[config.mk]
export PLATFORM = sky130hd
export DESIGN_NAME = sprite_tile_renderer_flat
export DESIGN_NICKNAME = d
export VERILOG_FILES = /design/src/rtl/sprite_pkg.sv /design/src/rtl/sprite_tile_renderer_if.sv /design/src/rtl/sprite_palette_rf.sv /design/src/rtl/sprite_tile_renderer.sv /design/src/flat_wrapper.sv
export SDC_FILE = /design/constraint.sdc
export NUM_CORES = 1
export LEC_CHECK = 0
export ABC_AREA = 1
export BUFFER_PORTS_ARGS = -buffer_cell sky130_fd_sc_hd__buf_4
export CORE_ASPECT_RATIO = 0.6
export CORE_UTILIZATION = 40
export DETAILED_ROUTE_END_ITERATION = 12
export HOLD_SLACK_MARGIN = 0.05
export PLACE_DENSITY = 0.66
export SYNTH_ARGS = -nofsm -noshare
export SYNTH_HDL_FRONTEND = slang
export SYNTH_HIERARCHICAL = 1
export SYNTH_SLANG_ARGS = --single-unit
[constraint.sdc]
create_clock -name vga_clk -period 0.9 [get_ports vga_clk]
set_input_delay 0.09 -clock vga_clk [delete_from_list [all_inputs] [get_ports vga_clk]]
set_output_delay 0.09 -clock vga_clk [all_outputs]
set_load 0.005 [all_outputs]
[src/rtl/sprite_pkg.sv]
// rtl/sprite_pkg.sv - shared types and constants for the sprite renderer
// Purpose: RGB444 pixel struct, ROM address width helper, pipeline latency.
// Ports: none (package).
package sprite_pkg;

  typedef struct packed {
    logic [3:0] r;
    logic [3:0] g;
    logic [3:0] b;
  } rgb444_t;

  // Cycles from DrawX/DrawY sample edge to registered colour output.
  localparam int SPRITE_LAT = 2;

  // ROM address width for a w x h image; never narrower than one bit.
  function automatic int addr_w(input int w, input int h);
    return (w * h > 1) ? $clog2(w * h) : 1;
  endfunction

endpackage

[src/rtl/sprite_tile_renderer_if.sv]
// rtl/sprite_tile_renderer_if.sv - ROM fetch and palette write bus of the sprite renderer
// Purpose: groups the external sync-ROM port and the palette write port.
// Signals: rom_addr (renderer -> ROM), rom_q (ROM -> renderer, 1 cycle after addr),
//          pal_we/pal_idx/pal_rgb (host -> renderer palette write).
// Modports: master = renderer side, slave = ROM/host side.
interface sprite_tile_renderer_if
  import sprite_pkg::*;
#(
  parameter int BPP = 1,
  parameter int AW  = 11
) ();

  logic [AW-1:0]  rom_addr;
  logic [BPP-1:0] rom_q;
  logic           pal_we;
  logic [BPP-1:0] pal_idx;
  rgb444_t        pal_rgb;

  modport master (
    output rom_addr,
    input  rom_q,
    input  pal_we,
    input  pal_idx,
    input  pal_rgb
  );

  modport slave (
    input  rom_addr,
    output rom_q,
    output pal_we,
    output pal_idx,
    output pal_rgb
  );

endinterface

[src/rtl/sprite_palette_rf.sv]
// rtl/sprite_palette_rf.sv - 2^BPP x 12-bit palette register file
// Purpose: one write port (posedge, async active-low reset to 0), one
//          combinational read port. A read of an entry written on the same
//          edge sees the old value.
// Ports: clk, rst_n, we/widx/wdata (write), ridx/rdata (read).
module sprite_palette_rf
  import sprite_pkg::*;
#(
  parameter int BPP = 1
) (
  input  logic           clk,
  input  logic           rst_n,
  input  logic           we,
  input  logic [BPP-1:0] widx,
  input  rgb444_t        wdata,
  input  logic [BPP-1:0] ridx,
  output rgb444_t        rdata
);

  localparam int DEPTH = 1 << BPP;

  rgb444_t mem_q [DEPTH];
  rgb444_t mem_d [DEPTH];

  always_comb begin
    for (int i = 0; i < DEPTH; i++) begin
      mem_d[i] = mem_q[i];
    end
    if (we) begin
      mem_d[widx] = wdata;
    end
  end

  always_ff @(posedge clk or negedge rst_n) begin
    if (!rst_n) begin
      for (int i = 0; i < DEPTH; i++) begin
        mem_q[i] <= '0;
      end
    end else begin
      for (int i = 0; i < DEPTH; i++) begin
        mem_q[i] <= mem_d[i];
      end
    end
  end

  assign rdata = mem_q[ridx];

endmodule

[src/rtl/sprite_tile_renderer.sv]
// rtl/sprite_tile_renderer.sv - palettized sprite renderer, 2-cycle pixel pipeline
// Purpose: hit-tests DrawX/DrawY against a scaled IMG_W x IMG_H sprite at
//          (pos_x,pos_y), fetches the pixel index from an external sync ROM,
//          resolves it through a palette and registers RGB444 + opaque.
// Ports: vga_clk, reset_n (async active-low); DrawX/DrawY/blank video timing;
//        pos_x/pos_y placement; hilite blink request; bus (ROM + palette
//        write, master modport); red/green/blue/opaque registered outputs.
// Optional: SPRITE_HILITE_EN adds the frame blink counter; hilite then
//           inverts opaque pixel colour on alternate blink half-periods.
module sprite_tile_renderer
  import sprite_pkg::*;
#(
  parameter int IMG_W        = 35,
  parameter int IMG_H        = 35,
  parameter int BPP          = 1,
  parameter int SCALE_LOG2   = 0,
  parameter int TRANSP_IDX   = 0,
  parameter int BLINK_FRAMES = 30
) (
  input  logic                  vga_clk,
  input  logic                  reset_n,
  input  logic [9:0]            DrawX,
  input  logic [9:0]            DrawY,
  input  logic                  blank,
  input  logic [9:0]            pos_x,
  input  logic [9:0]            pos_y,
  input  logic                  hilite,
  sprite_tile_renderer_if.master bus,
  output logic [3:0]            red,
  output logic [3:0]            green,
  output logic [3:0]            blue,
  output logic                  opaque
);

  localparam int AW     = addr_w(IMG_W, IMG_H);
  localparam int SPAN_W = IMG_W << SCALE_LOG2;
  localparam int SPAN_H = IMG_H << SCALE_LOG2;

  logic [10:0]   dx, dy;
  logic [9:0]    col, row;
  logic          hit0_q, hit0_d;
  logic          hit1_q, hit1_d;
  logic [AW-1:0] rom_addr_q, rom_addr_d;
  rgb444_t       rgb_q, rgb_d;
  logic          opaque_q, opaque_d;
  rgb444_t       pal_rd;
  logic          invert;

  sprite_palette_rf #(.BPP(BPP)) u_pal (
    .clk   (vga_clk),
    .rst_n (reset_n),
    .we    (bus.pal_we),
    .widx  (bus.pal_idx),
    .wdata (bus.pal_rgb),
    .ridx  (bus.rom_q),
    .rdata (pal_rd)
  );

  // Stage 0: 11-bit differences; bit 10 set means DrawX/DrawY lies left of /
  // above the sprite, so the window never wraps round to column/row 0.
  always_comb begin
    dx         = {1'b0, DrawX} - {1'b0, pos_x};
    dy         = {1'b0, DrawY} - {1'b0, pos_y};
    col        = dx[9:0] >> SCALE_LOG2;
    row        = dy[9:0] >> SCALE_LOG2;
    hit0_d     = blank
               && !dx[10] && (32'(dx[9:0]) < SPAN_W)
               && !dy[10] && (32'(dy[9:0]) < SPAN_H);
    rom_addr_d = hit0_d ? AW'(AW'(row) * AW'(IMG_W) + AW'(col)) : '0;
    hit1_d     = hit0_q;
  end

`ifdef SPRITE_HILITE_EN
  localparam int FCW = $clog2(BLINK_FRAMES + 1);

  logic [FCW-1:0] frame_cnt_q, frame_cnt_d;
  logic           phase_q, phase_d;

  always_comb begin
    frame_cnt_d = frame_cnt_q;
    phase_d     = phase_q;
    if (!hilite) begin
      frame_cnt_d = '0;
      phase_d     = 1'b0;
    end else if (DrawX == 10'd0 && DrawY == 10'd0) begin
      if (frame_cnt_q == FCW'(BLINK_FRAMES - 1)) begin
        frame_cnt_d = '0;
        phase_d     = !phase_q;
      end else begin
        frame_cnt_d = frame_cnt_q + FCW'(1);
      end
    end
  end

  always_ff @(posedge vga_clk or negedge reset_n) begin
    if (!reset_n) begin
      frame_cnt_q <= '0;
      phase_q     <= 1'b0;
    end else begin
      frame_cnt_q <= frame_cnt_d;
      phase_q     <= phase_d;
    end
  end

  // hilite gates directly so dropping it restores normal colour at once.
  assign invert = hilite & phase_q;
`else
  logic unused_hilite;
  assign unused_hilite = hilite & (BLINK_FRAMES > 0);
  assign invert        = 1'b0;
`endif

  // Stage 2: rom_q is the index fetched for the pixel whose hit is in hit1_q.
  always_comb begin
    opaque_d = hit1_q && (bus.rom_q != BPP'(TRANSP_IDX));
    rgb_d    = '0;
    if (opaque_d) begin
      rgb_d = invert ? rgb444_t'(~pal_rd) : pal_rd;
    end
  end

  always_ff @(posedge vga_clk or negedge reset_n) begin
    if (!reset_n) begin
      hit0_q     <= 1'b0;
      hit1_q     <= 1'b0;
      rom_addr_q <= '0;
      rgb_q      <= '0;
      opaque_q   <= 1'b0;
    end else begin
      hit0_q     <= hit0_d;
      hit1_q     <= hit1_d;
      rom_addr_q <= rom_addr_d;
      rgb_q      <= rgb_d;
      opaque_q   <= opaque_d;
    end
  end

  assign bus.rom_addr = rom_addr_q;
  assign red          = rgb_q.r;
  assign green        = rgb_q.g;
  assign blue         = rgb_q.b;
  assign opaque       = opaque_q;

endmodule

[src/flat_wrapper.sv]
// flat-port wrapper written by rule: the top's interface ports become plain ports
module sprite_tile_renderer_flat import sprite_pkg::*;
#(
  parameter int IMG_W        = 35,
  parameter int IMG_H        = 35,
  parameter int BPP          = 1,
  parameter int SCALE_LOG2   = 0,
  parameter int TRANSP_IDX   = 0,
  parameter int BLINK_FRAMES = 30
)
  (vga_clk, reset_n, DrawX, DrawY, blank, pos_x, pos_y, hilite, red, green, blue, opaque, bus_rom_addr, bus_rom_q, bus_pal_we, bus_pal_idx, bus_pal_rgb);
  sprite_tile_renderer_if #(.BPP(BPP), .AW(11)) bus_i ();
  input  logic vga_clk;
  input  logic reset_n;
  input  logic [9:0] DrawX;
  input  logic [9:0] DrawY;
  input  logic blank;
  input  logic [9:0] pos_x;
  input  logic [9:0] pos_y;
  input  logic hilite;
  output logic [3:0] red;
  output logic [3:0] green;
  output logic [3:0] blue;
  output logic opaque;
  output wire logic [$bits(bus_i.rom_addr)-1:0] bus_rom_addr;
  input wire logic [$bits(bus_i.rom_q)-1:0] bus_rom_q;
  input wire logic [$bits(bus_i.pal_we)-1:0] bus_pal_we;
  input wire logic [$bits(bus_i.pal_idx)-1:0] bus_pal_idx;
  input wire logic [$bits(bus_i.pal_rgb)-1:0] bus_pal_rgb;
  assign bus_rom_addr = bus_i.rom_addr;
  assign bus_i.rom_q = bus_rom_q;
  assign bus_i.pal_we = bus_pal_we;
  assign bus_i.pal_idx = bus_pal_idx;
  assign bus_i.pal_rgb = bus_pal_rgb;
  sprite_tile_renderer #(.IMG_W(IMG_W), .IMG_H(IMG_H), .BPP(BPP), .SCALE_LOG2(SCALE_LOG2), .TRANSP_IDX(TRANSP_IDX), .BLINK_FRAMES(BLINK_FRAMES)) u_core (.vga_clk(vga_clk), .reset_n(reset_n), .DrawX(DrawX), .DrawY(DrawY), .blank(blank), .pos_x(pos_x), .pos_y(pos_y), .hilite(hilite), .bus(bus_i), .red(red), .green(green), .blue(blue), .opaque(opaque));
endmodule
==> flow_metrics.py <==
metrics = {
    "finish": {
        "drive_gt1_share_pct": 41.8,
        "finalNonFillerCells": 924,
        "register_area_um2": 1250,
        "layout_common_cells": "170 x buf_4, 129 x nand2_1, 119 x inv_1, 50 x dfrtp_1, 39 x nand3_1",
        "syn2layout_area_growth_pct": 62.6,
        "multiInputGateArea_um2": 2940,
        "final_core_util_pct": 68.5,
        "antenna_cells": 0,
        "nNetsFinal": 915,
        "nFillCells": 769,
        "final_common_cell": "buf_4",
    },
    "cts": {
        "clk_pin_slew_ns": 0.06,
        "numCtsBuffers": 5,
        "h-tree-depth": 2,
        "clkLatencyLatePin_ns": 0.29,
        "cts_tree": "done",
        "clockBufferDepth": 2,
        "clock-sinks": 50,
        "cts_root_buf": "clkbuf_16",
    },
    "synthesis": {
        "syn_inst": 574,
        "synth_area_per_cell_um2": 7.41,
        "synth_area_leaders": "dfrtp_1 29%, ha_1 16%, nand2_1 13%",
        "synth_edf_count": 0,
        "syn-num-nets": 701,
        "ys_warn_count": 6,
        "netlist_area_um2": 4250,
        "yosys.area.top_type": "dfrtp_1",
        "yosysUniqueCellTypes": 31,
        "synth_top_area_share_pct": 29.4,
        "synthFlopType": "dfrtp_1",
        "ys_seq_area_share_pct": 29.4,
        "ys_ff_latch": 50,
        "async_flop_share_pct": 100,
    },
    "die": {
        "die_h_um": 81.9,
        "design.core.area_um2": 10100,
        "std_cell_rows": 28,
        "initial_core_util_pct": 42.1,
        "ioPinCount": 83,
        "die_x_um": 135,
        "die-area_um2": 11100,
    },
    "sta": {
        "fin_crit_ns": 3.65,
        "max_freq_mhz": 274,
        "rsz0062_at_grt": "true",
        "setup_viol": 13,
        "finalCritPeriodShare_pct": 405,
        "setup_ws_ns": -2.75,
        "tightest_slew_ns": 0.338,
        "slew_headroom_pct": 77.4,
        "fin_skew_ns": 0.00369,
        "hold_viol_final": 0,
        "maxSlewViolCount": 0,
    },
    "drt": {
        "vias": 4295,
        "dr.first_iter.drc_count": 268,
        "firstDrtPassIters": 4,
        "wl_per_cell_um": 13.3,
        "wirelength_mm": 12.3,
        "viasPerCell": 4.65,
        "remaining_drc_errors": 0,
        "drtAntennaViolNets": 0,
    },
    "global_routing": {
        "grt_pass1_vias": 4276,
        "grt_max_degree": 38,
        "grt_remaining_overflow": 0,
        "antenna_found_initial": 0,
        "grt_pass1_wl_mm": 19.6,
        "grt_usage_pct": 22.8,
    },
    "critical_path": {
        "worstSetupPathType": "input pin to flip-flop",
        "crit_path_max_fanout": 3,
        "worstSetupStartpointType": "input pin",
        "r2r_cells": 5,
        "worstReg2RegEnd": "u_core/green[3]$_DFF_PN0_",
        "crit_start": "DrawY[0]",
        "r2r_setup_slack_ns": 0.04,
        "crit_end": "u_core/bus.rom_addr[10]$_DFF_PN0_",
        "crit_arrival_ns": 3.88,
        "timing.rr.start": "u_core/u_pal/mem_q[7]$_DFFE_PN0P_",
        "cp.required_ns": 1.13,
        "end_kind": "flip-flop",
    },
    "flow_run": {
        "cap_violations": 0,
    },
    "placement": {
        "port_buffers": 81,
        "dp_hpwl_mm": 8.55,
        "gp_congestion": 0.833,
        "numPlacedInstances": 866,
    },
    "power_and_ir_drop": {
        "cellLeakagePower_nw": 3.78,
        "power_density_nw_per_um2": 2630,
        "peakVddDrop_mv": 2.17,
    },
    "worst_hold_path": {
        "min_path_type": "input pin to flip-flop",
    },
    "run_status": {
        "violations": "negative setup slack",
        "outcome": "finished, violations left",
    },
}
-- through the flow --
stage                     total power, W  TNS (ns)  hold slack [ns]  area [um2]  setup slack, ns
after CTS                         0.0172    -28.16           0.0644        6720            -2.66
final                             0.0182    -30.44           0.0638        6910            -2.75
after detailed placement          0.0131    -30.41          -0.0522        5840            -3.20
after global routing              0.0197    -31.98           0.0661        6910            -2.88
after global placement            0.0127    -29.48          -0.0534        5840            -3.03
after floorplan                  0.00952    -24.02           -0.206        4460            -2.73
-- how the worst min path moves through the flow --
stage,to,slack [ns],from,depth (start not counted)
final,u_core/u_pal/mem_q[21]$_DFFE_PN0P_,0.06,bus_pal_rgb[9],3
after global routing,u_core/u_pal/mem_q[21]$_DFFE_PN0P_,0.07,bus_pal_rgb[9],3
after CTS,u_core/u_pal/mem_q[21]$_DFFE_PN0P_,0.06,bus_pal_rgb[9],3
after detailed placement,u_core/green[3]$_DFF_PN0_,-0.05,reset_n,1
after global placement,u_core/green[3]$_DFF_PN0_,-0.05,reset_n,1
after floorplan,u_core/blue[0]$_DFF_PN0_,-0.21,reset_n,0
-- Yosys cell counts, drive strengths merged, types with 8 or more instances --
cell	count
nand2	151
inv	140
ha	54
dfrtp	50
nand3	45
nor2	40
a21oi	19
o21ai	18
fa	14
xor2	11
buf	10
nand4	8
-- registers in the layout, indices dropped and copies added (netlist names) --
signal               flops
u_core/blue              4
u_core/opaque            1
u_core/green             4
u_core/hit0_q            1
u_core/u_pal/mem_q      24
u_core/red               4
u_core/hit1_q            1
u_core/bus.rom_addr     11
-- area by class of cell --
| cell class | instances | share of cell area (%) |
|---|---|---|
| Multi-Input combinational cell | 373 | 42.5 |
| Timing Repair Buffer | 218 | 26.6 |
| Sequential cell | 50 | 18.1 |
| Inverter | 140 | 7.85 |
| Tap cell | 135 | 2.44 |
| Clock buffer | 5 | 1.81 |
| Clock inverter | 3 | 0.688 |
-- layer usage --
metal | up-vias | GRT usage [%] | routed length (um)
met5 | - | 0 | 0
met3 | 21 | 4.51 | 685
met4 | 0 | 3.82 | 163
met2 | 111 | 39.8 | 5830
li1 | 2177 | - | -
met1 | 1986 | 29.7 | 5640
-- critical path: stages --
cell and delay (ns):
buf_8 0.11, inv_12 0.04, ha_4 0.11, inv_2 0.03
fa_2 0.35, nand3_2 0.08, nand3_2 0.08, nand4_1 0.13
buf_4 0.15, nand3_4 0.08, nand2_4 0.09, inv_4 0.04
ha_4 0.26, ha_4 0.19, fa_1 0.52, inv_1 0.05
fa_1 0.49, inv_2 0.05, ha_4 0.27, nand2_4 0.06
nor2_4 0.12, nand3_2 0.08, o2111ai_2 0.10, nand3b_1 0.15
nand2_2 0.07, nor2_4 0.07
-- where the power goes --
group          internal, W  switching, W
Combinational      0.00667       0.00688
Clock              0.00133      0.000837
Sequential         0.00238     0.0000734
-- repair_timing --
action | CTS | global route
pin swaps | 30 | 15
hold buffers | 11 | 0
endpoints found under the hold margin | 67 | 0
gates resized for setup | 71 | 49
endpoints found under the setup margin | 15 | 34
buffers inserted | 36 | 6
gates cloned | 1 | 0
-- logic make-up after synthesis --
logic type	after synthesis	synth area share, %
fa+ha+maj	68	22.5
xor+xnor	14	3.06
compound gates	41	5.24
buf+inv	151	14.1
simple gates	250	25.7
flops	50	29.4
Note: power is estimated with default switching activity, not from simulation.
